$ cat config.mk
export PLATFORM = sky130hd
export DESIGN_NAME = branch_cond_unit
export DESIGN_NICKNAME = d
export VERILOG_FILES = /design/src/rtl/branch_cond_unit.sv
export SDC_FILE = /design/constraint.sdc
export NUM_CORES = 1
export LEC_CHECK = 0
export BUFFER_PORTS_ARGS = -buffer_cell sky130_fd_sc_hd__buf_4
export CORE_AREA = 4 4 64 66
export CTS_CLUSTER_DIAMETER = 50
export DETAILED_ROUTE_END_ITERATION = 10
export DIE_AREA = 0 0 68 70
export PLACE_DENSITY = 0.81
export SLEW_MARGIN = 5
export SYNTH_ARGS = -nofsm -noshare
export SYNTH_HDL_FRONTEND = slang
export SYNTH_SLANG_ARGS = --single-unit
export TNS_END_PERCENT = 10
$ cat constraint.sdc
create_clock -name clk -period 2.55 [get_ports clk]
set_input_delay 0.1275 -clock clk [delete_from_list [all_inputs] [get_ports clk]]
set_output_delay 0.1275 -clock clk [all_outputs]
set_load 0.01 [all_outputs]
$ cat src/rtl/branch_cond_unit.sv
// Branch resolution unit: holds NZCV, resolves B/B.cond/CBZ/CBNZ over a valid/ready
// handshake, and stalls B.cond on in-flight flag writers with a bounded watchdog.
module branch_cond_unit #(
    parameter int unsigned WIDTH     = 32,
    parameter int unsigned STALL_MAX = 15
) (
    input  logic             clk,
    input  logic             reset,
    input  logic [WIDTH-1:0] alu_result,
    input  logic             alu_carry,
    input  logic             alu_ovf,
    input  logic             set_flags,
    input  logic             flag_pending,
    input  logic             br_valid,
    output logic             br_ready,
    input  logic [1:0]       br_type,
    input  logic [3:0]       br_cond,
    input  logic [WIDTH-1:0] br_operand,
    output logic             br_done,
    output logic             br_taken,
    output logic             br_err,
    output logic [3:0]       flags_q
);

    localparam int unsigned CW = $clog2(STALL_MAX + 1);

    typedef enum logic [1:0] {IDLE, WAIT, RESP} state_t;

    state_t          state, state_next;
    logic [CW-1:0]   cnt;
    logic [3:0]      cond_q;
    logic [1:0]      type_q;
    logic            op_zero_q;
    logic [3:0]      new_flags, eff_flags;
    logic            op_zero, cnt_last;
    logic            accept, stall, resolve, abort, resolve_taken;

    function automatic logic cond_met(input logic [3:0] cond, input logic [3:0] f);
        logic n, z, c, v;
        {n, z, c, v} = f;
        case (cond)
            4'h0:    cond_met = z;
            4'h1:    cond_met = !z;
            4'h2:    cond_met = c;
            4'h3:    cond_met = !c;
            4'h4:    cond_met = n;
            4'h5:    cond_met = !n;
            4'h6:    cond_met = v;
            4'h7:    cond_met = !v;
            4'h8:    cond_met = c & !z;
            4'h9:    cond_met = !c | z;
            4'hA:    cond_met = (n == v);
            4'hB:    cond_met = (n != v);
            4'hC:    cond_met = !z & (n == v);
            4'hD:    cond_met = z | (n != v);
            default: cond_met = 1'b1;
        endcase
    endfunction

    function automatic logic branch_taken(input logic [1:0] t, input logic [3:0] cond,
                                          input logic [3:0] f, input logic opz);
        case (t)
            2'b00:   branch_taken = 1'b1;
            2'b01:   branch_taken = cond_met(cond, f);
            2'b10:   branch_taken = opz;
            default: branch_taken = !opz;
        endcase
    endfunction

    // Forwarding: a flag write in this cycle is visible to the branch resolved in it.
    assign new_flags = {alu_result[WIDTH-1], ~|alu_result, alu_carry, alu_ovf};
    assign eff_flags = set_flags ? new_flags : flags_q;
    assign op_zero   = (br_operand == '0);
    assign cnt_last  = (cnt == CW'(STALL_MAX - 1));

    always_ff @(posedge clk) begin
        if (reset) state <= IDLE;
        else       state <= state_next;
    end

    always_comb begin
        state_next    = state;
        accept        = 1'b0;
        stall         = 1'b0;
        resolve       = 1'b0;
        abort         = 1'b0;
        resolve_taken = 1'b0;
        case (state)
            IDLE: begin
                resolve_taken = branch_taken(br_type, br_cond, eff_flags, op_zero);
                if (br_valid) begin
                    accept = 1'b1;
                    if (br_type == 2'b01 && flag_pending && !set_flags) begin
                        stall      = 1'b1;
                        state_next = WAIT;
                    end else begin
                        resolve    = 1'b1;
                        state_next = RESP;
                    end
                end
            end
            WAIT: begin
                resolve_taken = branch_taken(type_q, cond_q, eff_flags, op_zero_q);
                if (set_flags) begin
                    resolve    = 1'b1;
                    state_next = RESP;
                end else if (cnt_last) begin
                    abort      = 1'b1;
                    state_next = RESP;
                end
            end
            default: state_next = IDLE;
        endcase
    end

    always_comb begin
        br_ready = (state == IDLE);
        br_done  = (state == RESP);
    end

    always_ff @(posedge clk) begin
        if (reset) begin
            flags_q   <= '0;
            cnt       <= '0;
            cond_q    <= '0;
            type_q    <= '0;
            op_zero_q <= 1'b0;
            br_taken  <= 1'b0;
            br_err    <= 1'b0;
        end else begin
            if (set_flags) flags_q <= new_flags;
            if (accept) begin
                cond_q    <= br_cond;
                type_q    <= br_type;
                op_zero_q <= op_zero;
            end
            if (stall)              cnt <= '0;
            else if (state == WAIT) cnt <= cnt + CW'(1);
            if (resolve) begin
                br_taken <= resolve_taken;
                br_err   <= 1'b0;
            end else if (abort) begin
                br_taken <= 1'b0;
                br_err   <= 1'b1;
            end
        end
    end

endmodule

==> results of run 1 <==
## worst max-delay path, cell delays in order (launching register included)
cell and delay (ns):
dfxtp_1 0.34, mux2i_1 0.37, nor3_1 0.11, a221oi_1 0.27
a21oi_1 0.10, or4b_1 0.47, o211ai_1 0.20, o22ai_2 0.08
## path summary, 6_finish.rpt
path / from / endpoint / slack [ns] / depth (start not counted)
worst max-delay path: flags_q[1]$_SDFF_PP0_ / br_taken$_SDFFE_PP0P_ / 0.50 / 7
worst min-delay path: br_type[0] / type_q[0]$_SDFFE_PP0P_ / 0.09 / 3
worst max register to register: flags_q[1]$_SDFF_PP0_ / br_taken$_SDFFE_PP0P_ / 0.50 / 7
worst min register to register: cnt[3]$_SDFFE_PP0P_ / cnt[3]$_SDFFE_PP0P_ / 0.53 / 2
## state kept, by name (all words and copies together), names as in the netlist
register,count
cond_q,4
state,2
type_q,2
cnt,4
br_taken,1
flags_q,4
op_zero_q,1
br_err,1
## per-layer routing
metal	GRT usage [%]	part of all wire, %
met5	0	0
met4	4.64	1.1
met3	5.14	14
met2	30.2	46
met1	20.0	39
## cell type report
type	instances	area, um2
timing repair buffer	84	631
inverter	5	18.8
sequential	19	380
tap	48	60.1
clock inverter	1	5.00
clock buffer	3	22.5
fill	327	1450
multi-input combinational	146	1010
## per-stage QoR
step | worst slack [ns] | std cells | hold WS [ns] | power, mW | utilization [%]
2_1_floorplan | 0.698 | 178 | 0.197 | 0.445 | -
3_3_place_gp | 0.509 | 302 | 0.395 | 0.565 | 58.7
3_5_place_dp | 0.419 | 302 | 0.407 | 0.570 | 58.7
4_1_cts | 0.482 | 306 | 0.0879 | 0.728 | 59.5
5_1_grt | 0.312 | 306 | 0.121 | 0.761 | 59.5
6_report | 0.498 | 306 | 0.0885 | 0.722 | 59.5
## report_power, final
group | total, mW | switching (mW) | internal, mW
logic | 0.232 | 0.0958 | 0.137
clock network | 0.160 | 0.101 | 0.0586
registers | 0.330 | 0.0200 | 0.310
total | 0.722 | 0.217 | 0.505
## layout by cell type, fill, tap and decap left out, types with 2 or more instances in the layout
cell	n
a211oi_1	3
nor3b_1	2
inv_1	5
nand3_1	3
nand3b_1	2
o211ai_1	4
xnor2_1	6
nor2_1	25
buf_4	84
a21oi_1	11
nand4_1	3
clkbuf_4	3
dfxtp_1	19
ha_1	2
xor2_1	3
nor4_1	15
o21ai_0	8
nor2b_1	3
nand2_1	10
nand2b_1	3
nor3_1	7
mux2i_2	2
mux2i_1	10
o31ai_1	2
## kinds of logic after synthesis
logic type               after synthesis  share of synthesized area [%]
AND/OR/NAND/NOR                       84                           32.9
adder cells (fa/ha/maj)                2                           1.69
XOR/XNOR                               9                           5.32
flip-flops                            19                           25.7
buffers and inverters                 13                           6.00
multiplexers                          13                           9.38
AO/OA/AOI/OAI                         38                           19.1
==> flow_summary.ini, run 1 <==
[global_route]
grt_pass1_wl_um = 6560
antenna_found_initial = 0
grt.total_usage_pct = 17.3
gr-total-overflow = 0
grt_start_max_net_pins = 17
grt_pass1_vias = 1575

[sta]
rsz0062_at_grt = no
slew-limit-headroom_pct = 68.0
fmax_mhz = 487
tns_ns = 0
finalCritPeriodShare_pct = 80.5
clock-skew-final_ns = 0.00522
period_needed_ns = 2.05
setup_viol = 0
finalMaxSlewViolations = 0
finalHoldViolCount = 0
worst_pin_slew_ns = 0.467

[yosys]
netlist_instances = 178
ys_seq_area_share_pct = 25.7
synthArstFlopShare_pct = 0
yosys-top-cells-area = dfxtp_1 (26%), mux2i_1 (6.8%), nor2_1 (6.3%)
yosys_warnings = 0
synth_top_cell_by_area = dfxtp_1
ys_ff_latch = 19
syn_area_per_cell_um2 = 8.32
synthTopCellsByCount = nor2_1 (25), dfxtp_1 (19), nor4_1 (15)
syn-num-nets = 257
synth_edf_count = 0
syn_area_mm2 = 0.00148
yosysMostFrequentCell = nor2_1
synth_top_area_share_pct = 25.7
synth_cell_types = 47
synthFlopType = dfxtp_1

[clock_tree]
cts_sinks = 19
cts_root_buf = clkbuf_4
cts_resized = 0
cts_hold_buf = 0
clk_latency_ns = 0.31
cts-buffers-inserted = 3
ctsLongestPathBuffers = 2
h-tree-depth = 1
postCtsSetupBuffers = 0
cts_tree = built
path_clk_slew_ns = 0.12

[power]
power.leakage_nw = 0.893
power.density_mw_per_mm2 = 339
peakVddDrop_v = 0.000166

[place]
portBuffers = 84
place_hpwl_um = 3510
place_area_mm2 = 0.00210
routabilityCongestion = 0.840

[drt]
wl_per_cell_um = 13.9
routed_wl_um = 4240
post_drt_via_cell_ratio = 5.45
ant_nets = 0
first_iter_violations = 34
dr_total_vias = 1667
dr.pass1.iters = 6
drc_errors = 0

[finish]
drive_above_1_share_pct = 39.5
fin_area_mm2 = 0.00213
areaGrowthSynthToFinish_pct = 43.7
n_antenna_cell = 0
nNetsFinal = 338

[floorplan]
ios = 85
rows = 22
die_area_mm2 = 0.00476
die_width_um = 68
start_util_pct = 41.4
core-area_mm2 = 0.00358
die_h_um = 70

[hold_path]
min_path_type = input pin to flop

[setup_path]
required_ns = 2.74
startpoint_type = flop
arrival_ns = 2.25
critPathMaxFanout = 6
cp-end-kind = flop
path_class = flop to flop

[status]
status = completed

[run]
drv_cap = 0
(Power assumes the default switching activity.)
==> run 2, diff against run 1 <==
--- a/config.mk
+++ b/config.mk
@@ -6,11 +6,11 @@
 export NUM_CORES = 1
 export LEC_CHECK = 0
 export BUFFER_PORTS_ARGS = -buffer_cell sky130_fd_sc_hd__buf_4
-export CORE_AREA = 4 4 64 66
+export CORE_AREA = 4 4 66 68
 export CTS_CLUSTER_DIAMETER = 50
 export DETAILED_ROUTE_END_ITERATION = 10
-export DIE_AREA = 0 0 68 70
-export PLACE_DENSITY = 0.81
+export DIE_AREA = 0 0 70 72
+export PLACE_DENSITY = 0.8
 export SLEW_MARGIN = 5
 export SYNTH_ARGS = -nofsm -noshare
 export SYNTH_HDL_FRONTEND = slang
==> constraint.sdc (replaced) <==
create_clock -name clk -period 1.7 [get_ports clk]
set_input_delay 0.085 -clock clk [delete_from_list [all_inputs] [get_ports clk]]
set_output_delay 0.085 -clock clk [all_outputs]
set_load 0.01 [all_outputs]
==> run 2 against run 1 <==
Against the previous run: the run now ends with setup timing left; core utilization is 3.0 points higher; sequential share of layout area is 1.9 points lower; sequential cell count stayed put; worst hold slack better by 0.010 ns; sequential power is 46% higher; clock skew is 0.0040 ns lower; register-to-register slack worse by 0.56 ns; fmax is 17% higher; clock power is 100% higher; combinational power is 84% higher; critical endpoint unchanged; largest cell class unchanged; highest routed layer unchanged.
==> flow_summary.ini, run 2 (synthesis gave the netlist of run 1 again) <==
[status]
status = finished, violations left
failed_checks = setup timing

[clock_tree]
cts_hold_buf = 0
cts-buffers-inserted = 3
path_clk_slew_ns = 0.07
cts_tree = built
clk_latency_ns = 0.26
ctsLongestPathBuffers = 2
h-tree-depth = 1
cts_root_buf = clkbuf_8
cts_sinks = 19

[finish]
nNetsFinal = 364
n_antenna_cell = 0
final_cell_count_no_fill = 334
top_regs = cnt x4, cond_q x4, flags_q x4
areaGrowthSynthToFinish_pct = 62.7
final_cell_mix = buf_4 (109), nor2_1 (25), dfxtp_1 (16), nor4_1 (14), a21oi_1 (11)
post-route-util_pct = 62.5
fillers = 346
final_common_cell = buf_4
drive_above_1_share_pct = 47.5

[setup_path]
reg2reg_from = flags_q[1]$_SDFF_PP0_
worstRegToRegCells = 7
cp-end-kind = flop
path_class = flop to flop
r2r_setup_slack_ns = -0.06
arrival_ns = 1.90
required_ns = 1.84
critPathMaxFanout = 4
startpoint_type = flop
worstReg2RegEnd = br_taken$_SDFFE_PP0P_

[sta]
finalMaxSlewViolations = 0
clock-skew-final_ns = 0.00118
tns_ns = -0.0610
rsz0062_at_grt = yes
worst_pin_slew_ns = 0.363
fmax_mhz = 568
finalWorstSetupSlack_ns = -0.0610
finalHoldViolCount = 0
hold_slack_ns = 0.0985
slew-limit-headroom_pct = 75.5
period_needed_ns = 1.76
setup_viol = 1
finalCritPeriodShare_pct = 104

[power]
seqPwrFrac_pct = 39.3
power_mw = 1.23
p_comb_share_pct = 34.7
power.leakage_nw = 1.05
swShare_pct = 28.2
power.density_mw_per_mm2 = 511
clock_power_share_pct = 26.0
p_sw_mw = 0.348
p_int_mw = 0.883
peakVddDrop_v = 0.000331

[place]
place_hpwl_um = 3760
portBuffers = 84
routabilityCongestion = 0.831
dpl.cell_count = 329

[floorplan]
start_util_pct = 38.4
die_width_um = 70
core-area_mm2 = 0.00386
die_area_mm2 = 0.00504
rows = 23
ios = 85
die_h_um = 72

[drt]
post_drt_via_cell_ratio = 5.29
drc_errors = 0
dr_total_vias = 1767
dr.pass1.iters = 4
first_iter_violations = 80
routed_wl_um = 4540
wl_per_cell_um = 13.6
ant_nets = 0

[global_route]
antenna_found_initial = 0
grt.total_usage_pct = 18.9
grt_pass1_wl_um = 7980
grt_start_max_net_pins = 17
gr-total-overflow = 0
grt_pass1_vias = 1925

[hold_path]
hold_depth = 3
min_path_type = input pin to flop
hp-start = br_type[0]
hold_path_end = type_q[0]$_SDFFE_PP0P_

[run]
drv_cap = 0
## run 2: critical path, cell delays in order (launching register included)
cell,delay [ns]
dfxtp_2,0.33
mux2i_4,0.20
nor3_2,0.07
a221oi_2,0.20
a21oi_1,0.07
or4b_1,0.46
o211ai_1,0.21
o22ai_2,0.09
## run 2: stage by stage
stage / instance area (um2) / setup WS, ns
final: 2410 / -0.0610
after global routing: 2410 / -0.153
after CTS: 2410 / -0.0696
after detailed placement: 2330 / -0.376
after global placement: 2330 / -0.222
after floorplan: 1510 / -0.101
## run 2: what timing repair did
item | in CTS | in global routing
gates resized for setup | 5 | 1
pin swaps | 7 | 0
setup buffers | 1 | 0
setup endpoints to repair | 1 | 1
## run 2: layout make-up
type                       count  area [um2]  share of cell area, %
multi-input combinational    146        1060                   44.0
inverter                       5        18.8                  0.779
timing repair buffer         110         838                   34.8
tap                           50        62.6                   2.60
clock buffer                   3        41.3                   1.71
clock inverter                 1        5.00                  0.208
sequential                    19         384                   15.9
## run 2: routing by layer
metal / vias to the layer above / GRT usage [%] / wire length, um
li1: 878 / - / -
met5: - / 0 / 0
met4: 0 / 5.96 / 55
met1: 790 / 21.1 / 1820
met3: 8 / 5.68 / 469
met2: 91 / 34.6 / 2200
## run 2: worst max-delay path by stage
stage                       endpoint  depth (start not counted)  slack, ns                  start
2_1_floorplan  br_taken$_SDFFE_PP0P_                          7      -0.10  flags_q[2]$_SDFF_PP0_
3_3_place_gp   br_taken$_SDFFE_PP0P_                          8      -0.22         alu_result[16]
3_5_place_dp   br_taken$_SDFFE_PP0P_                          8      -0.38         alu_result[15]
4_1_cts        br_taken$_SDFFE_PP0P_                          7      -0.07  flags_q[2]$_SDFF_PP0_
5_1_grt        br_taken$_SDFFE_PP0P_                          7      -0.15  flags_q[2]$_SDFF_PP0_
6_report       br_taken$_SDFFE_PP0P_                          7      -0.06  flags_q[1]$_SDFF_PP0_
## run 2: power by group through the flow
stage	logic (mW)	clock network, mW	registers (mW)
after floorplan	0.179	0	0.493
after global placement	0.412	0	0.492
after detailed placement	0.419	0	0.492
after CTS	0.430	0.334	0.483
after global routing	0.468	0.350	0.486
final	0.427	0.320	0.483
==> run 3, diff against run 2 <==
--- a/config.mk
+++ b/config.mk
@@ -6,11 +6,13 @@
 export NUM_CORES = 1
 export LEC_CHECK = 0
 export BUFFER_PORTS_ARGS = -buffer_cell sky130_fd_sc_hd__buf_4
-export CORE_AREA = 4 4 66 68
+export CELL_PAD_IN_SITES_DETAIL_PLACEMENT = 1
+export CELL_PAD_IN_SITES_GLOBAL_PLACEMENT = 1
+export CORE_AREA = 4 4 80 82
 export CTS_CLUSTER_DIAMETER = 50
 export DETAILED_ROUTE_END_ITERATION = 10
-export DIE_AREA = 0 0 70 72
-export PLACE_DENSITY = 0.8
+export DIE_AREA = 0 0 84 86
+export PLACE_DENSITY = 0.77
 export SLEW_MARGIN = 5
 export SYNTH_ARGS = -nofsm -noshare
 export SYNTH_HDL_FRONTEND = slang
==> run 3 against run 2 <==
Against the previous run: the flow still finishes with violations (setup timing); fmax shrank 1.2%; setup slack lost 0.021 ns; final area grew 2.6%; sequential power is essentially flat; register-to-register slack lost 0.02 ns; largest power group unchanged.
==> flow_summary.ini, run 3 (synthesis gave the netlist of run 1 again) <==
[finish]
seqCellArea_um2 = 383
post-route-util_pct = 43.0
multiInputGateArea_mm2 = 0.00106
final_cell_count_no_fill = 364
fin_area_mm2 = 0.00247
drive_above_1_share_pct = 48.1
fillers = 718
n_antenna_cell = 0
areaGrowthSynthToFinish_pct = 66.9
final_cell_mix = buf_4 (114), nor2_1 (25), dfxtp_1 (17), nor4_1 (15), a21oi_1 (11)
nNetsFinal = 369
top_regs = cnt x4, cond_q x4, flags_q x4
final_common_cell = buf_4

[status]
failed_checks = setup timing
status = finished, violations left

[clock_tree]
cts_root_buf = clkbuf_8
clk_latency_ns = 0.25
h-tree-depth = 1
ctsLongestPathBuffers = 2
path_clk_slew_ns = 0.07
cts-buffers-inserted = 3
cts_tree = built
cts_sinks = 19

[global_route]
grt_pass1_wl_um = 8450
grt_pass1_vias = 1955
gr-total-overflow = 0
grt_start_max_net_pins = 17
antenna_found_initial = 0
grt.total_usage_pct = 13.8

[sta]
worst_pin_slew_ns = 0.358
fmax_mhz = 561
finalHoldViolCount = 0
setup_viol = 1
hold_slack_ns = 0.121
period_needed_ns = 1.78
tns_ns = -0.0823
finalWorstSetupSlack_ns = -0.0823
slew-limit-headroom_pct = 75.8
clock-skew-final_ns = 0.00323
rsz0062_at_grt = yes
finalMaxSlewViolations = 0
finalCritPeriodShare_pct = 105

[power]
power.density_mw_per_mm2 = 496
peakVddDrop_v = 0.000273
power_mw = 1.23
power.leakage_nw = 1.07

[setup_path]
path_class = flop to flop
cp_slowest_cell = or4b_1
r2r_setup_slack_ns = -0.08
startpoint_type = flop
worstReg2RegEnd = br_taken$_SDFFE_PP0P_
crit_path_max_incr_delay_ns = 0.46
critPathMaxFanout = 4
reg2reg_from = flags_q[1]$_SDFF_PP0_
cp-end-kind = flop
worstRegToRegCells = 7
arrival_ns = 1.92
required_ns = 1.83
crit_path_cell_trace = mux2i_4, nor3_2, a221oi_2, a21oi_1, or4b_1, o211ai_1, o22ai_2

[floorplan]
ios = 85
start_util_pct = 25.8
core-area_mm2 = 0.00575
die_area_mm2 = 0.00722
rows = 28
die_h_um = 86
die_width_um = 84

[drt]
post_drt_via_cell_ratio = 4.90
routed_wl_um = 5030
drc_errors = 0
first_iter_violations = 51
wl_per_cell_um = 13.8
ant_nets = 0
dr.pass1.iters = 4
dr_total_vias = 1782

[place]
place_area_mm2 = 0.00236
place_ws_ns = -0.365
dpl.cell_count = 356
portBuffers = 84
routabilityCongestion = 0.803
place_hpwl_um = 4300

[hold_path]
hp-start = reset
min_path_type = input pin to flop
hold_path_end = flags_q[1]$_SDFF_PP0_
hold_depth = 2

[run]
drv_cap = 0
-- run 3: cell count changes in the layout (fill, tap and decap cells not counted), sizes merged --
cell  delta
buf      +5
-- run 3: worst max-delay path, delay by kind of cell, from the launching register on --
kind,cells,cell delay [ns]
compound gates,4,0.59
flops,1,0.34
mux,1,0.20
simple gates,2,0.53
-- run 3: where the power goes --
group          total [mW]  switching [mW]  leakage [nW]  internal (mW)
clock               0.315           0.152        0.0255          0.163
combinational       0.429           0.176         0.886          0.253
sequential          0.484          0.0190         0.156          0.465
-- run 3: area by class of cell --
class                           instances  area share (%)
Clock buffer                            3            1.67
Clock inverter                          1           0.202
Inverter                                5           0.759
Multi-Input combinational cell        146            43.0
Sequential cell                        19            15.5
Tap cell                               75            3.80
Timing Repair Buffer                  115            35.1
-- run 3: how the worst max path moves through the flow --
stage / startpoint / end / cells past startpoint
floorplan: flags_q[2]$_SDFF_PP0_ / br_taken$_SDFFE_PP0P_ / 7
global placement: alu_result[15] / br_taken$_SDFFE_PP0P_ / 8
detailed placement: alu_result[16] / br_taken$_SDFFE_PP0P_ / 8
CTS: flags_q[2]$_SDFF_PP0_ / br_taken$_SDFFE_PP0P_ / 7
global route: flags_q[1]$_SDFF_PP0_ / br_taken$_SDFFE_PP0P_ / 7
finish: flags_q[1]$_SDFF_PP0_ / br_taken$_SDFFE_PP0P_ / 7
-- run 3: timing repair --
action                                 4_1_cts  5_1_grt
hold buffers                                 0        0
gates resized for setup                      1        7
setup buffers                                0        4
setup endpoints to repair                    1        1
endpoints found under the hold margin        0        0
pin swaps                                    2        4
-- run 3: layer usage --
metal | GRT usage [%] | share of wire [%] | vias up
met1 | 16.1 | 41 | 803
li1 | - | - | 890
met2 | 25.6 | 47 | 87
met5 | 0 | 0 | -
met3 | 4.51 | 11 | 2
met4 | 1.32 | 0.24 | 0
